[src/rtl/video_line_prefetch_if.sv]
// Bundle of the line-request, pixel-read and RAM-arbiter signals of video_line_prefetch.
// The slave modport is the prefetcher; the master modport is its surroundings.
interface video_line_prefetch_if #(
    parameter int LINE_WORDS = 32,
    parameter int ADDR_W     = 14
);
    localparam int LW = $clog2(LINE_WORDS);

    logic                 line_req;
    logic [ADDR_W-LW-1:0] line_addr;
    logic [ADDR_W-1:0]    vram_addr;
    logic [15:0]          vram_data;
    logic                 mem_rd;
    logic [ADDR_W-1:0]    mem_addr;
    logic                 mem_ack;
    logic [15:0]          mem_din;
    logic                 underrun;

    modport slave (
        input  line_req, line_addr, vram_addr, mem_ack, mem_din,
        output vram_data, mem_rd, mem_addr, underrun
    );

    modport master (
        output line_req, line_addr, vram_addr, mem_ack, mem_din,
        input  vram_data, mem_rd, mem_addr, underrun
    );
endinterface

[src/rtl/video_line_prefetch.sv]
// Ping-pong line prefetcher: fills one bank from shared video RAM while the pixel
// stage reads the other bank with one clock of latency.
module video_line_prefetch #(
    parameter int LINE_WORDS = 32,
    parameter int ADDR_W     = 14
) (
    input  logic                  clk_sys,
    input  logic                  reset_n,
    video_line_prefetch_if.slave  bus
);
    localparam int              LW   = $clog2(LINE_WORDS);
    localparam int              LA_W = ADDR_W - LW;
    localparam logic [LW-1:0]   LAST = LW'(LINE_WORDS - 1);

    typedef enum logic [1:0] {IDLE, FETCH, DRAIN} state_t;

    state_t          state;
    logic            disp_bank;
    logic [LA_W-1:0] line_q;
    logic [LW-1:0]   cnt;

    logic [15:0]     line_buf [2*LINE_WORDS];
    logic            buf_we;
    logic [LW:0]     buf_waddr;
    logic [LW:0]     buf_raddr;

    // Line selection comes from line_addr; the pixel address only picks the word.
    logic            unused_vram_hi;
    assign unused_vram_hi = ^bus.vram_addr[ADDR_W-1:LW];

    // Only acks of a live fetch land in the fill bank; DRAIN acks are discarded.
    assign buf_we    = (state == FETCH) && bus.mem_ack;
    assign buf_waddr = {~disp_bank, cnt};
    assign buf_raddr = {disp_bank, bus.vram_addr[LW-1:0]};

    // NOTE: the line buffer has no reset so it maps onto plain RAM; stale words are legal.
    always_ff @(posedge clk_sys) begin
        if (buf_we) line_buf[buf_waddr] <= bus.mem_din;
    end

    always_ff @(posedge clk_sys or negedge reset_n) begin
        if (!reset_n) begin
            state         <= IDLE;
            disp_bank     <= 1'b0;
            line_q        <= '0;
            cnt           <= '0;
            bus.mem_rd    <= 1'b0;
            bus.mem_addr  <= '0;
            bus.underrun  <= 1'b0;
            bus.vram_data <= '0;
        end else begin
            bus.underrun  <= 1'b0;
            bus.vram_data <= line_buf[buf_raddr];
            case (state)
                IDLE: begin
                    if (bus.line_req) begin
                        disp_bank    <= ~disp_bank;
                        line_q       <= bus.line_addr;
                        cnt          <= '0;
                        bus.mem_rd   <= 1'b1;
                        bus.mem_addr <= {bus.line_addr, {LW{1'b0}}};
                        state        <= FETCH;
                    end
                end
                FETCH: begin
                    if (bus.mem_ack) begin
                        if (bus.line_req) begin
                            // Nothing outstanding after this ack, so restart directly.
                            bus.underrun <= (cnt != LAST);
                            disp_bank    <= ~disp_bank;
                            line_q       <= bus.line_addr;
                            cnt          <= '0;
                            bus.mem_addr <= {bus.line_addr, {LW{1'b0}}};
                        end else if (cnt == LAST) begin
                            bus.mem_rd   <= 1'b0;
                            state        <= IDLE;
                        end else begin
                            cnt          <= cnt + 1'b1;
                            bus.mem_addr <= {line_q, cnt + 1'b1};
                        end
                    end else if (bus.line_req) begin
                        bus.underrun <= 1'b1;
                        disp_bank    <= ~disp_bank;
                        line_q       <= bus.line_addr;
                        state        <= DRAIN;
                    end
                end
                DRAIN: begin
                    if (bus.line_req) begin
                        bus.underrun <= 1'b1;
                        disp_bank    <= ~disp_bank;
                        line_q       <= bus.line_addr;
                    end
                    if (bus.mem_ack) begin
                        cnt          <= '0;
                        bus.mem_addr <= {(bus.line_req ? bus.line_addr : line_q), {LW{1'b0}}};
                        state        <= FETCH;
                    end
                end
                default: state <= IDLE;
            endcase
        end
    end
endmodule

[src/flat_wrapper.sv]
// flat-port wrapper written by rule: the top's interface ports become plain ports
module video_line_prefetch_flat 
#(
    parameter int LINE_WORDS = 32,
    parameter int ADDR_W     = 14
)
  (clk_sys, reset_n, bus_line_req, bus_line_addr, bus_vram_addr, bus_mem_ack, bus_mem_din, bus_vram_data, bus_mem_rd, bus_mem_addr, bus_underrun);
  video_line_prefetch_if #(.LINE_WORDS(LINE_WORDS), .ADDR_W(ADDR_W)) bus_i ();
  input  logic clk_sys;
  input  logic reset_n;
  input wire logic [$bits(bus_i.line_req)-1:0] bus_line_req;
  input wire logic [$bits(bus_i.line_addr)-1:0] bus_line_addr;
  input wire logic [$bits(bus_i.vram_addr)-1:0] bus_vram_addr;
  input wire logic [$bits(bus_i.mem_ack)-1:0] bus_mem_ack;
  input wire logic [$bits(bus_i.mem_din)-1:0] bus_mem_din;
  output wire logic [$bits(bus_i.vram_data)-1:0] bus_vram_data;
  output wire logic [$bits(bus_i.mem_rd)-1:0] bus_mem_rd;
  output wire logic [$bits(bus_i.mem_addr)-1:0] bus_mem_addr;
  output wire logic [$bits(bus_i.underrun)-1:0] bus_underrun;
  assign bus_i.line_req = bus_line_req;
  assign bus_i.line_addr = bus_line_addr;
  assign bus_i.vram_addr = bus_vram_addr;
  assign bus_i.mem_ack = bus_mem_ack;
  assign bus_i.mem_din = bus_mem_din;
  assign bus_vram_data = bus_i.vram_data;
  assign bus_mem_rd = bus_i.mem_rd;
  assign bus_mem_addr = bus_i.mem_addr;
  assign bus_underrun = bus_i.underrun;
  video_line_prefetch #(.LINE_WORDS(LINE_WORDS), .ADDR_W(ADDR_W)) u_core (.clk_sys(clk_sys), .reset_n(reset_n), .bus(bus_i));
endmodule
[config.mk]
export PLATFORM = sky130hd
export DESIGN_NAME = video_line_prefetch_flat
export DESIGN_NICKNAME = d
export VERILOG_FILES = /design/src/rtl/video_line_prefetch_if.sv /design/src/rtl/video_line_prefetch.sv /design/src/flat_wrapper.sv
export SDC_FILE = /design/constraint.sdc
export NUM_CORES = 1
export LEC_CHECK = 0
export CAP_MARGIN = 10
export CORE_ASPECT_RATIO = 1.25
export CORE_MARGIN = 3
export CORE_UTILIZATION = 49
export DETAILED_ROUTE_END_ITERATION = 7
export GPL_ROUTABILITY_DRIVEN = 0
export PLACE_DENSITY = 0.72
export REMOVE_ABC_BUFFERS = 1
export SLEW_MARGIN = 20
export SYNTH_ARGS = -nofsm -noshare
export SYNTH_HDL_FRONTEND = slang
export SYNTH_SLANG_ARGS = --single-unit
[constraint.sdc]
create_clock -name clk_sys -period 4.11 [get_ports clk_sys]
set_clock_uncertainty 0.15 [all_clocks]
set_input_delay 0.411 -clock clk_sys [delete_from_list [all_inputs] [get_ports clk_sys]]
set_output_delay 0.411 -clock clk_sys [all_outputs]
set_load 0.02 [all_outputs]
==> metrics, run 1 <==
CP Data Required Time 4.49 ns; Seq. cell area 32,000 µm²; Critical Path AT 3.28 ns; post-cts resize count 0; dpl hpwl 59,400 µm; Final min period 2.91 ns; Clock Latency Late Sink 0.66 ns; grt ovf 0; P_leak 15.0 nW; #FFs+latches synth 1,072; reg-to-reg critical path startpoint u_core.cnt[0]; initial core utilization 49.7%; Post-synth ARST share 4.48%; Post-CTS Setup Bufs 0; DRC Markers 0; M1 WL 36,300 µm; multi-input logic area 8770 µm²; Root Buffer clkbuf_16; Hold Buf Count CTS 2; endpoints failing setup 0; fin crit share 70.7%; reg2reg setup slack 1.20 ns; Critical Path Source Type flip-flop; largest net degree at the start of global routing 65; Starting DRT DRC Count 2,426; RSZ-0062 raised after global routing false; CORE AREA 83,300 µm²; min-delay worst type primary input to flip-flop; design area 47,000 µm²; predominant post-synthesis flop cell edfxtp_1; port bufs 65; total die area 88,000 µm²; crit-path max FO 20; setup tns final 0 ns; synth unique cells 50; Ys Warns 0; dpl cell area 43,700 µm²; Global Route Usage Sum 22.5%; Max-cap violations 0; CP startpoint u_core.cnt[0]; worst-margin pin slew 0.985 ns; initial antenna violation count 5; final hold violation count 0; routed length on met3 7210 µm; CTS tree built; clk slew on worst S/H paths 0.07 ns; Pwr Density 512 nW/µm²; endpoint type of the worst setup path flip-flop; # nets final 2,178; Die Y 331 µm; Finished Core Util 56.4%; Rel. slew slack 34.3%; Inserted Clock Buffers 96; CTS H-tree depth 3; CTS max path bufs 3; Fill cells 6,055; Sink Count 1,072; FMAX 344 MHz; I/O Pins 75; WS Path Type flip-flop to flip-flop; die width 266 µm; synthesized area per cell 21.1 µm²; max-slew violations 0; met2 routed WL 49,200 µm; EDFF count, synth 1,024; Mapped Cells 1,963; outcome completed; Vias/cell 6.22; Routed Antenna Nets 0; routed wire length per instance 29.5 µm; layout cells sized above 1 25.7%; Vias 20,500; # rows 118; post-synthesis sequential area ratio 77.2%; synthesized area 41,400 µm²; DR top layer met5; first-pass GRT wire length 143,000 µm; Area growth syn-to-layout 13.5%; hold wc startpoint bus_mem_din[2]; final WL 97,100 µm; TritonRoute pass-1 iters 8; VDD IR max 0.413 mV; vias in the first global route 21,100
[Yosys cell counts, types with 2 or more instances]
cell / number / area share [%]
a2111oi_0: 7 / 0.15
a21oi_1: 13 / 0.16
a221o_1: 3 / 0.073
a221oi_1: 7 / 0.15
a22o_1: 8 / 0.17
a22oi_1: 51 / 0.93
and2_0: 2 / 0.030
and2_1: 9 / 0.14
buf_1: 13 / 0.12
buf_12: 3 / 0.15
buf_2: 24 / 0.29
buf_4: 20 / 0.36
buf_6: 10 / 0.27
clkbuf_1: 46 / 0.42
dfrtp_1: 48 / 2.9
edfxtp_1: 1024 / 74
ha_1: 6 / 0.18
inv_1: 4 / 0.036
mux2_2: 23 / 0.63
mux2i_1: 34 / 0.82
mux4_1: 2 / 0.13
mux4_2: 238 / 13
nand2_1: 58 / 0.53
nand2b_1: 14 / 0.21
nand3_1: 15 / 0.18
nand3b_1: 9 / 0.16
nand4_1: 3 / 0.045
nor2_1: 102 / 0.93
nor2b_1: 15 / 0.23
nor3_1: 17 / 0.21
nor4_1: 2 / 0.030
nor4b_1: 2 / 0.042
o21ai_0: 32 / 0.39
o21ai_1: 4 / 0.048
o21bai_1: 8 / 0.15
o221ai_1: 3 / 0.064
o22a_1: 10 / 0.21
o22ai_1: 37 / 0.56
o31ai_1: 3 / 0.054
o32a_1: 5 / 0.12
o32ai_1: 4 / 0.085
or2_2: 13 / 0.20
or3_1: 2 / 0.030
or3b_2: 3 / 0.064
xor2_1: 2 / 0.042
[through the flow]
step	cells	setup slack (ns)	hold slack (ns)	total power, mW
2_1_floorplan	1846	0.670	-0.0346	13.7
3_3_place_gp	3109	0.831	0.320	15.0
3_5_place_dp	3109	0.868	0.330	15.1
4_1_cts	3289	1.24	0.0781	24.2
5_1_grt	3289	1.02	0.109	24.8
6_report	3290	1.20	0.0927	24.1
[logic make-up (layout without fill, tap and decap cells)]
kind of cell / Yosys count / count (layout) / synth area share (%)
DFF: 1072 / 1072 / 77.2
muxes: 297 / 297 / 14.5
and+or+nand+nor: 268 / 268 / 3.05
AOI/OAI and AO/OA: 197 / 197 / 3.33
buffers and inverters: 121 / 367 / 1.66
adders and majority gates: 6 / 6 / 0.181
xor gates and xnor gates: 2 / 2 / 0.0423
other: 0 / 1 / 0
[metal layers]
layer	GRT usage [%]	up-vias
li1	-	8485
met4	9.89	2
met2	38.0	959
met1	29.6	10800
met3	3.32	220
met5	0	-
[area by class of cell]
class                      count  share of cell area [%]
timing repair buffer         185                    3.41
inverter                       4                  0.0320
sequential                  1072                    68.1
multi-input combinational    770                    18.7
clock inverter                63                    1.48
clock buffer                 115                    5.47
tap                         1080                    2.88
antenna                        1                 0.00533
[layout by cell type (no fill, tap or decap), types with 14 or more instances in the layout]
cell type / n
bufinv_16: 14
nand3_1: 15
nor2_1: 102
edfxtp_1: 1024
mux2_2: 23
mux2i_1: 34
clkinv_2: 20
o22ai_1: 37
clkdlybuf4s50_1: 43
clkinv_1: 18
o21ai_0: 32
buf_4: 111
nor3_1: 17
nor2b_1: 15
a22oi_1: 51
dfrtp_1: 48
buf_2: 17
nand2_1: 58
clkbuf_16: 99
nand2b_1: 14
mux4_2: 238
[path summary, 6_finish.rpt]
kind                                            to  depth (start not counted)
setup / recovery           u_core.bus.mem_addr[11]                          7
hold / removal              u_core.line_buf[54][2]                          1
hold reg to reg             u_core.bus.mem_addr[5]                          2
max in group asynchronous  u_core.bus.vram_data[6]                          3
setup reg to reg           u_core.bus.mem_addr[11]                          7
min in group asynchronous         u_core.line_q[0]                          3
[worst max-delay path, stage by stage, from the launching register on]
cell and delay, ns:
dfrtp_1 0.58, ha_1 0.27, and3_1 0.28, ha_1 0.24
a21oi_1 0.10, o221ai_2 0.67, buf_4 0.35, o21ai_0 0.13
[flip-flops by register name, indices dropped and copies added (netlist names)]
| signal | count |
|---|---|
| u_core.bus.vram_data | 16 |
| u_core.cnt | 5 |
| u_core.bus.underrun | 1 |
| u_core.line_buf | 1024 |
| u_core.bus.mem_rd | 1 |
| u_core.disp_bank | 1 |
| u_core.bus.mem_addr | 13 |
| u_core.state | 2 |
| u_core.line_q | 9 |
[report_power, final]
part	switching (mW)	internal [mW]
clock	3.86	5.35
sequential	0.219	12.2
combinational	1.50	0.906
No activity file was read; power rests on OpenSTA's default activity.
==> inputs of run 2 (changes only) <==
Clock period 4.11 ns to 2.8 ns, I/O delays scaled along.
==> metrics, run 2 (synthesized netlist as in run 1, its figures left out) <==
outcome completed; initial core utilization 49.7% (unchanged); dpl hpwl 62,100 µm (+4.5%); final WL 99,000 µm (+1.9%); die width 266 µm (unchanged); Starting DRT DRC Count 2,403 (-0.95%); n_diodes 0 (-1); Critical Path Source Type flip-flop; M1 WL 36,000 µm (-0.75%); I/O Pins 75 (unchanged); CTS H-tree depth 3 (unchanged); DR top layer met4; endpoint type of the worst setup path flip-flop; fin crit share 93.7% (+23 points); flip-flop count of the largest register after layout 1,024 (unchanged); most common cell after layout, fill and taps aside edfxtp_1; Top reg by flops u_core.line_buf; Max-cap violations 0 (unchanged); hold wc startpoint bus_mem_din[13]; Seq. cell area 32,000 µm² (unchanged); grt ovf 0 (unchanged); most frequent cells in the layout edfxtp_1, mux4_2, buf_4; initial antenna violation count 1 (-4); biggest regs u_core.line_buf x1024, u_core.bus.vram_data x16, u_core.bus.mem_addr x13; layout cells sized above 1 28.0% (+2.3 points); Area growth syn-to-layout 16.9%; Rel. slew slack 28.4% (-5.9 points); Hold Crit Depth 1 (unchanged); CTS max path bufs 3 (unchanged); first-pass GRT wire length 147,000 µm (+2.4%); reg-to-reg critical path startpoint u_core.state[1]; crit-path max FO 16 (-20%); reg2reg path depth 7 (unchanged); dpl cell area 45,000 µm² (+3.2%); Clock Latency Late Sink 0.66 ns (about the same); min-delay worst type primary input to flip-flop; # nets final 2,257 (+3.6%); FMAX 381 MHz (+11%); multi-input logic area 8770 µm² (about the same); routed length on met3 8190 µm (+14%); Sink Count 1,072 (unchanged); total die area 88,000 µm² (unchanged); # rows 118 (unchanged); max-slew violations 0 (unchanged); routed wire length per instance 29.4 µm (-0.31%); CORE AREA 83,300 µm² (unchanged); met2 routed WL 51,200 µm (+4.1%); clk slew on worst S/H paths 0.07 ns (about the same); Die Y 331 µm (unchanged); Power, Total 35.8 mW (+49%); endpoints failing setup 0 (unchanged); setup tns final 0 ns (unchanged); design area 48,400 µm² (+3.0%); reg2reg end u_core.line_buf[48][11]; Vias 20,900 (+2.0%); VDD IR max 0.634 mV (+54%); P_leak 15.6 nW (+3.7%); Global Route Usage Sum 23.0% (+0.50 points); WS Path Type flip-flop to flip-flop; Fill cells 5,860 (-3.2%); Inserted Clock Buffers 96 (unchanged); Post-CTS Setup Bufs 0 (unchanged); worst hold endpoint u_core.line_buf[35][13]; Root Buffer clkbuf_16; Final min period 2.62 ns (-0.283 ns); worst-margin pin slew 1.07 ns (+0.0886 ns); Routed Antenna Nets 0 (unchanged); DRC Markers 0 (unchanged); Critical Path AT 2.83 ns (-0.45 ns); RSZ-0062 raised after global routing false; reg2reg setup slack 0.18 ns (-1.03 ns); vias in the first global route 21,600 (+2.7%); final hold violation count 0 (unchanged); largest net degree at the start of global routing 65 (unchanged); CP Data Required Time 3.00 ns (-1.49 ns); port bufs 65 (unchanged); Vias/cell 6.21 (-0.22%); CTS tree built; TritonRoute pass-1 iters 7 (-1); Pwr Density 740 nW/µm² (+44%)
[run 2: cell types whose count changed in the layout (fill, tap and decap cells not counted), moves of 3 or more]
cell,before,now
buf_12,10,76
buf_4,111,119
clkinv_4,5,0
bufinv_16,14,18
clkinv_2,20,17
dlygate4sd3_1,2,5
[run 2: power breakdown]
part           total [mW]  leakage [nW]  internal, mW  switching (mW)
logic                3.84          4.16          1.54            2.31
clock network        13.7          1.59          8.03            5.67
registers            18.2          9.80          17.9           0.289
total                35.8          15.6          27.5            8.27
[run 2: final cells by class]
| class | instances | share of cell area, % |
|---|---|---|
| inverters | 4 | 0.0310 |
| multi-input cells | 770 | 18.1 |
| flip-flops and latches | 1072 | 66.0 |
| clock inverters | 64 | 1.62 |
| clock buffers | 110 | 5.14 |
| repair buffers | 264 | 6.24 |
| well taps | 1080 | 2.79 |
[run 2: worst max path at each step]
stage                           startpoint                       to  slack (ns)
after global placement    bus_vram_addr[3]  u_core.bus.vram_data[2]       -0.29
after global routing       u_core.state[1]  u_core.line_buf[48][11]        0.11
final                      u_core.state[1]  u_core.line_buf[48][11]        0.18
after detailed placement  bus_vram_addr[3]  u_core.bus.vram_data[2]       -0.37
after floorplan            u_core.state[1]   u_core.line_buf[48][0]       -0.64
after CTS                  u_core.state[1]   u_core.line_buf[48][6]        0.12
[run 2: worst max-delay path, cell delays in order (launching register included)]
cell and delay (ns):
dfrtp_1 0.40, inv_1 0.12, ha_2 0.31, nand2_1 0.26, nor2_1 0.20, nand3b_1 0.26
nor4_2 0.36, buf_12 0.22
[run 2: through the flow]
step / hold slack [ns] / util, % / cells / setup WS (ns)
floorplan: -0.166 / - / 1846 / -0.640
global placement: 0.293 / 54.1 / 3184 / -0.286
detailed placement: 0.307 / 54.1 / 3184 / -0.368
CTS: 0.0564 / 58.1 / 3362 / 0.120
global route: 0.0669 / 58.1 / 3364 / 0.110
finish: 0.0628 / 58.1 / 3364 / 0.176
[run 2: layer usage]
layer / up-vias / global-route usage (%)
met3: 170 / 4.47
met4: 0 / 8.37
met1: 11000 / 29.2
met5: - / 0
li1: 8635 / -
met2: 1066 / 39.9
[run 2: timing repair]
| item | 4_1_cts | 5_1_grt |
|---|---|---|
| resized for setup | 0 | 1 |
| hold buffers | 4 | 1 |
| endpoints found under the hold margin | 104 | 18 |
| endpoints found under the setup margin | 0 | 28 |
==> inputs of run 3 (changes only) <==
Settings changed: CORE_UTILIZATION 49 to 57, PLACE_DENSITY 0.72 to 0.81.
==> metrics, run 3 (synthesized netlist as in run 1, its figures left out) <==
outcome completed; Net Switching 8.25 mW (-0.19%); Root Buffer clkbuf_16; fin crit share 94.6% (+0.89 points); routed wire length per instance 32.7 µm (+11%); biggest regs u_core.line_buf x1024, u_core.bus.vram_data x16, u_core.bus.mem_addr x13; P_leak 15.4 nW (-1.2%); Logic pwr share 10.7% (about the same); grt ovf 0 (unchanged); met2 usage 45.3% (+5.4 points); endpoints failing setup 0 (unchanged); Starting DRT DRC Count 3,385 (+41%); layout cells sized above 1 26.6% (-1.4 points); Inserted Clock Buffers 96 (unchanged); M3 GR Usage 5.70% (+1.2 points); final WL 105,000 µm (+5.7%); Critical-path top delay cell dfrtp_1; initial core utilization 58.0% (+8.3 points); CTS tree built; Worst path max stage delay 0.41 ns (about the same); Global Route Usage Sum 28.4% (+5.4 points); clock power share 37.7% (-0.6 points); Top reg by flops u_core.line_buf; RSZ-0062 raised after global routing false; Critical Path AT 2.84 ns (about the same); Sink Count 1,072 (unchanged); DRC Markers 0 (unchanged); CTS max path bufs 3 (unchanged); VDD IR max 0.541 mV (-15%); sequential power share 51.6% (+0.6 points); CTS H-tree depth 3 (unchanged); dpl hpwl 61,300 µm (-1.4%); global routing's busiest layer met2; Vias 21,900 (+4.9%); Max-cap violations 0 (unchanged); flip-flop count of the largest register after layout 1,024 (unchanged); # rows 109 (-7.6%); CORE AREA 71,300 µm² (-14%); Rel. slew slack 42.1% (+14 points); I/O Pins 75 (unchanged); FMAX 377 MHz (-0.95%); Pwr Density 739 nW/µm² (about the same); CP top delay family simple AND/OR/NAND/NOR gates; max-slew violations 0 (unchanged); Buf/Inv on CP 2 (unchanged); TritonRoute pass-1 iters 6 (-1); port bufs 65 (unchanged); Final min period 2.65 ns (+0.0251 ns); first-pass GRT wire length 154,000 µm (+5.2%); Fill cells 4,130 (-30%); most common cell after layout, fill and taps aside edfxtp_1; WS Path Type flip-flop to flip-flop; Die Y 307 µm (-7.1%); clk slew on worst S/H paths 0.06 ns (about the same); initial antenna violation count 3 (+2); Post-CTS Setup Bufs 0 (unchanged); # nets final 2,235 (-0.97%); pre-CTS setup slack 0.0651 ns (+0.433 ns); endpoint type of the worst setup path flip-flop; most frequent cells in the layout edfxtp_1, mux4_2, buf_4; crit-path max FO 11 (-5); largest net degree at the start of global routing 65 (unchanged); P_int 27.1 mW (-1.5%); met1 usage 37.7% (+8.5 points); crit-path cells inv_1, ha_2, and2_1, nand3b_1, nor2_1, buf_4; reg2reg setup slack 0.15 ns (-0.03 ns); Setup WS post-layout 0.151 ns (-0.0251 ns); Critical Path Source Type flip-flop; total die area 75,900 µm² (-14%); setup tns final 0 ns (unchanged); Vias/cell 6.84 (+10%); vias in the first global route 22,400 (+3.5%); Routed Antenna Nets 0 (unchanged); Clock Latency Late Sink 0.67 ns (about the same); Area growth syn-to-layout 15.5%; Net Sw Frac 23.3% (+0.24 points); final hold violation count 0 (unchanged); worst-margin pin slew 0.869 ns (-0.205 ns); die width 247 µm (-7.1%); CP Data Required Time 2.99 ns (about the same); min-delay worst type primary input to flip-flop
## run 3: worst paths after layout
| kind | start | end | cells after the start |
|---|---|---|---|
| max | u_core.state[1] | u_core.line_buf[40][15] | 6 |
| min | bus_mem_din[11] | u_core.line_buf[1][11] | 1 |
| max reg2reg | u_core.state[1] | u_core.line_buf[40][15] | 6 |
| min reg2reg | u_core.bus.mem_addr[5] | u_core.bus.mem_addr[5] | 2 |
| max in group asynchronous | reset_n | u_core.cnt[2] | 3 |
| min in group asynchronous | reset_n | u_core.bus.mem_addr[8] | 2 |
## run 3: area by class of cell
type | count | area, µm² | share of cell area (%)
inverters | 4 | 15.0 | 0.0314
clock buffers | 121 | 2580 | 5.40
well taps | 943 | 1180 | 2.47
multi-input cells | 770 | 8780 | 18.4
flip-flops and latches | 1072 | 32000 | 66.8
clock inverters | 53 | 583 | 1.22
repair buffers | 242 | 2700 | 5.65
diodes | 1 | 2.50 | 0.00524
## run 3: power by group through the flow
stage | logic [mW] | registers [mW] | clock network, mW
detailed placement | 3.63 | 18.5 | 0
global placement | 3.47 | 18.5 | 0
finish | 3.78 | 18.2 | 13.3
CTS | 3.72 | 18.2 | 13.4
floorplan | 1.40 | 18.7 | 0
global route | 4.00 | 18.3 | 14.0
## run 3: per-stage QoR
step	instances	instance area (µm²)	util [%]	power, mW	hold WS (ns)
2_1_floorplan	1846	40700	-	20.1	-0.166
3_3_place_gp	3022	44500	62.4	22.0	0.272
3_5_place_dp	3023	44500	62.4	22.2	0.289
4_1_cts	3205	47800	67.0	35.4	0.00542
5_1_grt	3205	47800	67.0	36.2	0.0128
6_report	3206	47800	67.0	35.3	0.00660
## run 3: layer usage
metal / vias to the layer above / routed length (µm)
met3: 323 / 10900
li1: 8598 / -
met4: 2 / 5970
met1: 11300 / 35900
met5: - / 13
met2: 1713 / 52000
## run 3: what timing repair did
| item | CTS | global route |
|---|---|---|
| gates resized for setup | 0 | 3 |
| hold buffers | 8 | 0 |
| setup endpoints to repair | 0 | 32 |
| hold endpoints to repair | 165 | 0 |
